File: src/rtl/filtr_sequencer.sv
// Sample-rate sequencer for filtr_top: accepts samples over valid/ready, issues
// them on a programmable tick, waits for the filter under a timeout, returns results.
module filtr_sequencer #(
  parameter int DATA_SIZE = 5,
  parameter int PERIOD_W  = 8,
  parameter int TIMEOUT   = 32
) (
  input  logic                 clk_i,
  input  logic                 reset_i,
  input  logic [PERIOD_W-1:0]  period_i,
  input  logic                 in_valid_i,
  input  logic [DATA_SIZE-1:0] in_data_i,
  output logic                 in_ready_o,
  output logic                 flt_sample_o,
  output logic [DATA_SIZE-1:0] flt_data_in_o,
  input  logic                 flt_done_i,
  input  logic [DATA_SIZE-1:0] flt_data_out_i,
  output logic                 out_valid_o,
  output logic [DATA_SIZE-1:0] out_data_o,
  input  logic                 out_ready_i,
  output logic                 busy_o,
  output logic                 timeout_err_o
);

  localparam int TMO_W = $clog2(TIMEOUT);
  localparam logic [TMO_W-1:0] TMO_LAST = TMO_W'(TIMEOUT - 1);

  typedef enum logic [2:0] {
    IDLE,
    WAIT_TICK,
    ISSUE,
    WAIT_DONE,
    OUTPUT
  } state_e;

  state_e               state_q, state_d;
  logic [PERIOD_W-1:0]  cnt_q, cnt_d, lim;
  logic                 tick;
  logic [TMO_W-1:0]     tmo_q, tmo_d;
  logic [DATA_SIZE-1:0] fltData_q, fltData_d;
  logic [DATA_SIZE-1:0] outData_q, outData_d;
  logic                 timeoutErr_q, timeoutErr_d;

  // A period of 0 behaves like 1; the >= compare wraps the counter at once
  // when the period is shrunk below its current value.
  always_comb begin
    lim   = (period_i == '0) ? '0 : period_i - PERIOD_W'(1);
    tick  = (cnt_q == lim);
    cnt_d = (cnt_q >= lim) ? '0 : cnt_q + PERIOD_W'(1);
  end

  always_ff @(posedge clk_i or posedge reset_i) begin
    if (reset_i) begin
      state_q      <= IDLE;
      cnt_q        <= '0;
      tmo_q        <= '0;
      fltData_q    <= '0;
      outData_q    <= '0;
      timeoutErr_q <= 1'b0;
    end else begin
      state_q      <= state_d;
      cnt_q        <= cnt_d;
      tmo_q        <= tmo_d;
      fltData_q    <= fltData_d;
      outData_q    <= outData_d;
      timeoutErr_q <= timeoutErr_d;
    end
  end

  always_comb begin
    state_d      = state_q;
    tmo_d        = tmo_q;
    fltData_d    = fltData_q;
    outData_d    = outData_q;
    timeoutErr_d = timeoutErr_q;
    case (state_q)
      IDLE: begin
        if (in_valid_i) begin
          fltData_d = in_data_i;
          state_d   = WAIT_TICK;
        end
      end
      WAIT_TICK: begin
        if (tick) state_d = ISSUE;
      end
      ISSUE: begin
        tmo_d   = '0;
        state_d = WAIT_DONE;
      end
      // A done arriving on the last allowed cycle still wins over the timeout.
      WAIT_DONE: begin
        tmo_d = tmo_q + TMO_W'(1);
        if (flt_done_i) begin
          outData_d = flt_data_out_i;
          state_d   = OUTPUT;
        end else if (tmo_q == TMO_LAST) begin
          timeoutErr_d = 1'b1;
          state_d      = IDLE;
        end
      end
      OUTPUT: begin
        if (out_ready_i) state_d = IDLE;
      end
      default: state_d = IDLE;
    endcase
  end

  assign in_ready_o    = (state_q == IDLE);
  assign flt_sample_o  = (state_q == ISSUE);
  assign flt_data_in_o = fltData_q;
  assign out_valid_o   = (state_q == OUTPUT);
  assign out_data_o    = outData_q;
  assign busy_o        = (state_q != IDLE);
  assign timeout_err_o = timeoutErr_q;

endmodule

File: config.mk
export PLATFORM = sky130hd
export DESIGN_NAME = filtr_sequencer
export DESIGN_NICKNAME = d
export VERILOG_FILES = /design/src/rtl/filtr_sequencer.sv
export SDC_FILE = /design/constraint.sdc
export NUM_CORES = 1
export LEC_CHECK = 0
export ABC_AREA = 1
export ABC_CLOCK_PERIOD_IN_PS = 2270
export CORE_AREA = 2 2 61 63
export CTS_BUF_LIST = sky130_fd_sc_hd__clkbuf_16
export CTS_CLUSTER_DIAMETER = 30
export CTS_CLUSTER_SIZE = 40
export DETAILED_ROUTE_END_ITERATION = 10
export DIE_AREA = 0 0 63 65
export PLACE_DENSITY = 0.76
export SETUP_SLACK_MARGIN = 0.4
export SLEW_MARGIN = 0
export SYNTH_ARGS = -nofsm -noshare
export SYNTH_HDL_FRONTEND = slang
export SYNTH_SLANG_ARGS = --single-unit
File: constraint.sdc
create_clock -name clk_i -period 2.27 [get_ports clk_i]
set_input_delay 0.227 -clock clk_i [delete_from_list [all_inputs] [get_ports clk_i]]
set_output_delay 0.227 -clock clk_i [all_outputs]
set_load 0.05 [all_outputs]
==> impl_metrics.ini, run 1 <==
[setup_path]
max_stage_delay_ns = 0.29
end_kind = flip-flop
crit_slowest_cell = ha_1
crit_type = in -> reg
crit_arrival_ns = 1.93
start_kind = input port
cp_top_family = simple AND/OR/NAND/NOR gates
crit_chain = dlygate4sd2_1 -> inv_2 -> nand3_2 -> inv_2 -> nand2_1 -> nand2_1 -> nand3_2 -> ha_1 -> nand2_1 -> nor2_2 -> nand2_1 -> buf_4 -> nand2_1 -> nand2_1 -> o21ai_1
critPathBufInv = 4
required_ns = 2.45
critPathMaxFanout = 4
crit_top_cell = nand2_1

[yosys]
synth.ff_latch_count = 27
synth_area_um2 = 1640
synth_top_family_by_area = simple AND/OR/NAND/NOR gates
syn_inst = 206
synth_compound_area_share_pct = 5.95
synth_xor_area_share_pct = 3.73
synth_nets = 241
ys_warn_count = 0
yosys.cell_types.count = 30
muxShareOfSynthArea_pct = 0
ys_seq_area_share_pct = 41.2
synth_fa_ha_area_share_pct = 9.15
syn_avg_cell_area_um2 = 7.97
synth_simple_gate_area_share_pct = 32.3

[pwr]
ir_drop_mv = 0.967
p_switching_w = 0.00123
pwr-share-seq_pct = 33.2
swShare_pct = 46.7
combPwrFrac_pct = 52.3
intPower_w = 0.00140
cellPowerDensity_nw_per_um2 = 1160
finalPower_w = 0.00263
leakage_nw = 1.18
p_clk_share_pct = 14.6

[timing]
fin_crit_ns = 1.75
hold_violations = 0
fin_setup_tns_ns = 0
finalSetupViolCount = 0
fin_skew_ns = 0.00191
worstMarginPinSlew_ns = 0.515
max_freq_mhz = 571
fin_crit_sh_pct = 77.1
slew_viol_final = 0
rsz0062_at_grt = true
max-slew-margin-rel_pct = 65.5

[layout]
final_cell_mix = nand2_1, dfrtp_1, clkdlybuf4s50_1
fin_nets = 291
antenna_cells = 0
areaGrowthSynthToFinish_pct = 38.6
fin_area_um2 = 2280
final_cells = 303
nFillCells = 311
final_common_cell = nand2_1
drive_above_1_share_pct = 21.6

[clock_tree]
htree_levels = 1
cts_root_buffer = clkbuf_16
cts_hold_buf = 0
clkLatencyLatePin_ns = 0.25
cts_tree = built
cts.sinks = 27
numCtsBuffers = 3
cts.clk_slew.worst_paths_ns = 0.06
cts_buffer_depth = 2

[grt]
grt.met1_usage_pct = 21.3
grt_usage_pct = 19.1
grt-busiest-layer = met2
grt_max_degree = 28
grt_pass1_vias = 1526
grt_util_met3_pct = 2.95
use_met2_pct = 36.6
grt_pass1_wl_mm = 6.36
grt-ovfl-total = 0
antenna_found_initial = 0

[floorplanning]
dieArea_um2 = 4100
rows = 22
start_util_pct = 47.0
core_um2 = 3500
chipWidth_um = 63
fp.dieH_um = 65
io_pins = 38

[placed_design]
post-place-cells = 291
gp_congestion = 0.776
dpl.hpwl_mm = 2.57
portBuffers = 37
dpl_cell_area_um2 = 2070

[routing]
drt-total-wl_mm = 3.61
drc_errors = 0
wl_per_cell_um = 11.9
first_pass_iters = 4
ant_nets = 0
vias = 1472
vias_per_cell = 4.86
drtIter0Drc = 51

[run]
max_cap_violations = 0

[status]
status = finished clean

[hold_path]
hold_class = in -> async
## power groups by stage
stage | Clock, W | Combinational [W] | Sequential (W)
6_report | 0.000384 | 0.00137 | 0.000872
5_1_grt | 0.000416 | 0.00152 | 0.000900
4_1_cts | 0.000398 | 0.00139 | 0.000873
3_5_place_dp | 0 | 0.00136 | 0.000862
3_3_place_gp | 0 | 0.00134 | 0.000857
2_1_floorplan | 0 | 0.000741 | 0.00108
## layout make-up
class | instances | area (um2) | area share, %
multi-input combinational | 148 | 937 | 41.2
sequential | 27 | 677 | 29.7
timing repair buffer | 47 | 412 | 18.1
inverter | 29 | 111 | 4.89
clock buffer | 3 | 75.1 | 3.30
tap | 48 | 60.1 | 2.64
clock inverter | 1 | 3.75 | 0.165
## flip-flops by register name, indices dropped and copies added (netlist names)
| signal | flops |
|---|---|
| timeout_err_o | 1 |
| out_data_o | 5 |
| flt_data_in_o | 5 |
| state_q | 3 |
| cnt_q | 8 |
| tmo_q | 5 |
## worst paths after layout
check	start	end	slack, ns	cells after the start
worst min-delay path	reset_i	tmo_q[1]	0.32	3
worst max-delay path	period_i[2]	state_q[1]	0.52	15
worst max register to register	cnt_q[5]	state_q[1]	0.82	8
worst min register to register	timeout_err_o	timeout_err_o	0.46	1
min in group clk_i	timeout_err_o	timeout_err_o	0.46	1
max in group asynchronous	reset_i	state_q[1]	1.67	3
## per-stage QoR
step                setup WS [ns]  util (%)  hold WS (ns)
finish                      0.519      65.1         0.323
global route                0.364      65.1         0.423
CTS                         0.340      64.2         0.338
detailed placement         -0.141      59.3         0.453
global placement          -0.0697      59.3         0.446
floorplan                   0.461         -         0.280
## synth_stat cells (all sizes together)
master,n,area (um2)
nand2,56,228
inv,29,111
nor2,29,138
dfrtp,27,676
nand3,24,133
ha,12,150
o21ai,5,25.0
xor2,5,43.8
a21oi,4,20.0
nor3,3,26.3
a22o,2,17.5
xnor2,2,17.5
a21o,1,7.51
a31oi,1,6.26
buf,1,11.3
clkbuf,1,3.75
o21bai,1,7.51
o22ai,1,6.26
o31ai,1,7.51
or2,1,6.26
## repair_timing
action / 4_1_cts / 5_1_grt
pin swaps: 16 / 14
resized for setup: 28 / 23
endpoints found under the setup margin: 14 / 13
hold endpoints to repair: 0 / 0
cloned: 0 / 0
buffers inserted: 4 / 4
## worst min-delay path: stages
cell,delay [ns]
clkdlybuf4s50_1,0.39
inv_1,0.05
buf_4,0.31
## routing by layer
metal | up-vias | share of wire, %
li1 | 748 | -
met1 | 683 | 43
met2 | 37 | 52
met3 | 4 | 4.4
met4 | 0 | 0.94
met5 | - | 0
## logic make-up (layout without fill, tap and decap cells)
logic type	count (synthesis)	count (layout)
AO/OA/AOI/OAI	16	16
XOR/XNOR	7	7
adder cells (fa/ha/maj)	12	12
buffers and inverters	31	80
flip-flops	27	27
AND/OR/NAND/NOR	113	113
Power figures use the tool's default switching activity.
==> inputs of run 2 (changes only) <==
- ABC_CLOCK_PERIOD_IN_PS: 2270 -> 1670
- clock period: 2.27 -> 1.67 ns (I/O delays scaled with it)
==> impl_metrics.ini, run 2 (synthesis gave the netlist of run 1 again) <==
[status]
status = finished clean

[layout]
largest_register_ffs = 8
antenna_cells = 0
fin_util_pct = 76.3
nFillCells = 246
areaGrowthSynthToFinish_pct = 62.5
top_register = cnt_q
fin_nets = 308
final_cell_mix = nand2_1, buf_4, dfrtp_1
final_common_cell = nand2_1
drive_above_1_share_pct = 42.6

[floorplanning]
chipWidth_um = 63
fp.dieH_um = 65
dieArea_um2 = 4100
core_um2 = 3500
rows = 22
start_util_pct = 47.0
io_pins = 38

[placed_design]
gp_congestion = 0.769
portBuffers = 37
dpl.hpwl_mm = 2.57

[timing]
worstMarginPinSlew_ns = 0.462
fin_skew_ns = 0.00210
fin_crit_ns = 1.60
slew_viol_final = 0
finalSetupViolCount = 0
max-slew-margin-rel_pct = 69.2
max_freq_mhz = 626
fin_crit_sh_pct = 95.7
hold_violations = 0
rsz0062_at_grt = true
whs_ns = 0.264
fin_setup_tns_ns = 0

[setup_path]
required_ns = 1.81
max_stage_delay_ns = 0.27
crit_slowest_cell = ha_4
end_kind = flip-flop
crit_chain = buf_8 -> inv_12 -> ha_4 -> nand2_4 -> buf_6 -> nor3_4 -> a21oi_2 -> ha_4 -> nand2_4 -> nor2_4 -> nand2_2 -> nand2_1 -> nor2_1 -> nand2_2 -> nor2_1
start_kind = input port
crit_type = in -> reg
critPathMaxFanout = 8
crit_arrival_ns = 1.74
reg2regPathDepth = 8

[grt]
grt_pass1_wl_mm = 6.71
grt_usage_pct = 20.4
grt_pass1_vias = 1544
antenna_found_initial = 0
grt_max_degree = 28
grt-ovfl-total = 0

[pwr]
leakage_nw = 1.33
cellPowerDensity_nw_per_um2 = 1550
finalPower_w = 0.00414
ir_drop_mv = 1.12

[clock_tree]
htree_levels = 1
clkLatencyLatePin_ns = 0.25
numCtsBuffers = 3
cts_tree = built
cts_root_buffer = clkbuf_16
cts_buffer_depth = 2
cts.sinks = 27
cts.clk_slew.worst_paths_ns = 0.06

[routing]
drt-total-wl_mm = 4.07
first_pass_iters = 6
drc_errors = 0
vias = 1554
drtIter0Drc = 44
wl_per_cell_um = 12.7
vias_per_cell = 4.86
ant_nets = 0

[run]
max_cap_violations = 0

[hold_path]
hold_class = in -> async
-- run 2: worst paths after layout --
check	slack (ns)	endpoint	startpoint
max	0.07	cnt_q[7]	period_i[1]
min	0.26	tmo_q[2]	reset_i
max reg2reg	0.19	cnt_q[7]	cnt_q[2]
min reg2reg	0.46	timeout_err_o	timeout_err_o
max in group asynchronous	1.14	state_q[2]	reset_i
min in group clk_i	0.46	timeout_err_o	timeout_err_o
-- run 2: where the power goes --
part	switching (W)	internal (W)
logic	0.00142	0.00101
clock network	0.000200	0.000320
registers	0.000272	0.000910
-- run 2: final cells by class --
type | count | area, um2 | area share (%)
Clock inverter | 1 | 3.75 | 0.141
Inverter | 29 | 131 | 4.92
Multi-Input combinational cell | 148 | 1100 | 41.1
Sequential cell | 27 | 678 | 25.4
Timing Repair Buffer | 64 | 622 | 23.3
Tap cell | 48 | 60.1 | 2.25
Clock buffer | 3 | 75.1 | 2.81
-- run 2: layer usage --
metal | share of wire, % | wire [um] | track usage, %
met1 | 41 | 1660 | 23.0
met3 | 2.9 | 119 | 2.78
met5 | 0 | 0 | 0
met4 | 1.1 | 43 | 5.83
met2 | 55 | 2250 | 39.8
-- run 2: timing repair --
| action | 4_1_cts | 5_1_grt |
|---|---|---|
| setup endpoints to repair | 27 | 28 |
| pin swaps | 28 | 29 |
| hold buffers | 0 | 0 |
| setup buffers | 14 | 5 |
| resized for setup | 80 | 48 |
-- run 2: metrics by stage --
step,std cells,area [um2],worst slack (ns)
after CTS,315,2480,0.0857
after floorplan,206,1680,0.0973
after detailed placement,297,2180,-0.674
after global placement,297,2180,-0.631
after global routing,320,2670,-0.0573
final,320,2670,0.0721
-- run 2: worst max-delay path: cells and delay by family --
family                   cells  cell delay, ns
buffers and inverters        3            0.28
AO/OA/AOI/OAI                1            0.06
AND/OR/NAND/NOR              9            0.81
adder cells (fa/ha/maj)      2            0.41
==> inputs of run 3 (changes only) <==
- CELL_PAD_IN_SITES_DETAIL_PLACEMENT: default -> 0
- CELL_PAD_IN_SITES_GLOBAL_PLACEMENT: default -> 1
- CORE_AREA: 2 2 61 63 -> 2 2 71 73
- DIE_AREA: 0 0 63 65 -> 0 0 73 75
==> impl_metrics.ini, run 3 (synthesis gave the netlist of run 1 again) <==
[setup_path]
start_kind = flip-flop
critPathBufInv = 3
critPathMaxFanout = 8
required_ns = 1.50
crit_slowest_cell = dfrtp_1
cp_top_family = flip-flops
end_kind = primary output
crit_chain = nor2_2 -> inv_2 -> nor2_8 -> inv_1 -> buf_4
crit_arrival_ns = 1.42
crit_type = reg -> out
max_stage_delay_ns = 0.48

[routing]
first_pass_iters = 4
ant_nets = 0
vias_per_cell = 4.66
drc_errors = 0
drtIter0Drc = 36
vias = 1462
wl_per_cell_um = 10.9
drt-total-wl_mm = 3.43

[floorplanning]
core_um2 = 4660
chipWidth_um = 73
dieArea_um2 = 5480
fp.dieH_um = 75
io_pins = 38
rows = 25
start_util_pct = 35.2

[pwr]
finalPower_w = 0.00372
combPwrFrac_pct = 53.9
intPower_w = 0.00200
swShare_pct = 46.2
cellPowerDensity_nw_per_um2 = 1530
p_switching_w = 0.00172
pwr-share-seq_pct = 31.7
leakage_nw = 1.24
ir_drop_mv = 1.50
p_clk_share_pct = 14.4

[grt]
grt_max_degree = 28
grt_pass1_vias = 1420
grt_pass1_wl_mm = 6.01
grt-ovfl-total = 0
antenna_found_initial = 0
grt_usage_pct = 13.8

[timing]
fin_skew_ns = 0.00135
rsz0062_at_grt = true
fin_crit_sh_pct = 94.8
fin_setup_tns_ns = 0
slew_viol_final = 0
max_freq_mhz = 632
finalSetupViolCount = 0
hold_violations = 0
fin_crit_ns = 1.58
worstMarginPinSlew_ns = 0.492
max-slew-margin-rel_pct = 67.2

[layout]
final_cells = 314
fin_nets = 296
drive_above_1_share_pct = 31.9
final_cell_mix = nand2_1, dfrtp_1, nor2_1, buf_4
largest_register_ffs = 8
antenna_cells = 0
fin_area_um2 = 2430
areaGrowthSynthToFinish_pct = 48.2
top_register = cnt_q
final_common_cell = nand2_1

[clock_tree]
htree_levels = 1
cts.clk_slew.worst_paths_ns = 0.06
cts_buffer_depth = 2
cts_root_buffer = clkbuf_16
cts.sinks = 27
cts_hold_buf = 0
cts_tree = built
numCtsBuffers = 3
clkLatencyLatePin_ns = 0.26

[placed_design]
post-place-cells = 304
dpl.hpwl_mm = 2.54
gp_congestion = 0.805
portBuffers = 37
dpl_cell_area_um2 = 2190

[status]
status = finished clean

[run]
max_cap_violations = 0

[hold_path]
hold_class = in -> async
-- run 3: area by class of cell --
class | instances | area (um2)
multi-input cells | 148 | 967
fillers | 430 | 2230
flip-flops and latches | 27 | 676
repair buffers | 52 | 510
well taps | 54 | 67.6
clock inverters | 1 | 5.00
clock buffers | 3 | 75.1
inverters | 29 | 131
-- run 3: per-layer routing --
layer | up-vias | GRT usage (%) | share of wire [%] | wire length [um]
met5 | - | 0 | 0 | 0
met4 | 0 | 4.94 | 1.8 | 61
met3 | 6 | 1.61 | 4.7 | 161
met2 | 41 | 23.2 | 47 | 1600
met1 | 652 | 18.4 | 47 | 1610
li1 | 763 | - | - | -
-- run 3: metrics by stage --
stage	hold slack [ns]	setup WS (ns)	utilization, %
floorplan	0.220	0.0973	-
global placement	0.445	-0.648	47.0
detailed placement	0.461	-0.706	47.0
CTS	0.284	0.0968	51.4
global route	0.345	-0.00887	52.2
finish	0.267	0.0867	52.2
-- run 3: power groups by stage --
stage | logic [W] | clock network [W] | registers [W]
after floorplan | 0.00102 | 0 | 0.00148
after global placement | 0.00190 | 0 | 0.00118
after detailed placement | 0.00192 | 0 | 0.00118
after CTS | 0.00198 | 0.000556 | 0.00118
after global routing | 0.00223 | 0.000576 | 0.00122
final | 0.00200 | 0.000536 | 0.00118
-- run 3: path summary, 6_finish.rpt --
kind	start	to	slack, ns	cells after the start
worst min register to register	out_data_o[0]	out_data_o[0]	0.47	2
worst max-delay path	state_q[0]	busy_o	0.09	5
max in group asynchronous	reset_i	cnt_q[4]	1.14	3
min in group clk_i	flt_data_out_i[1]	out_data_o[1]	0.46	3
worst min-delay path	reset_i	tmo_q[0]	0.27	3
worst max register to register	cnt_q[0]	cnt_q[4]	0.21	9
-- run 3: repair_timing --
item | 4_1_cts | 5_1_grt
resized for setup | 75 | 11
pin swaps | 20 | 13
endpoints found under the setup margin | 26 | 26
setup buffers | 5 | 1
-- run 3: worst min-delay path: cells and delay by family --
kind                   cells  cell delay (ns)
buffers and inverters      3             0.76
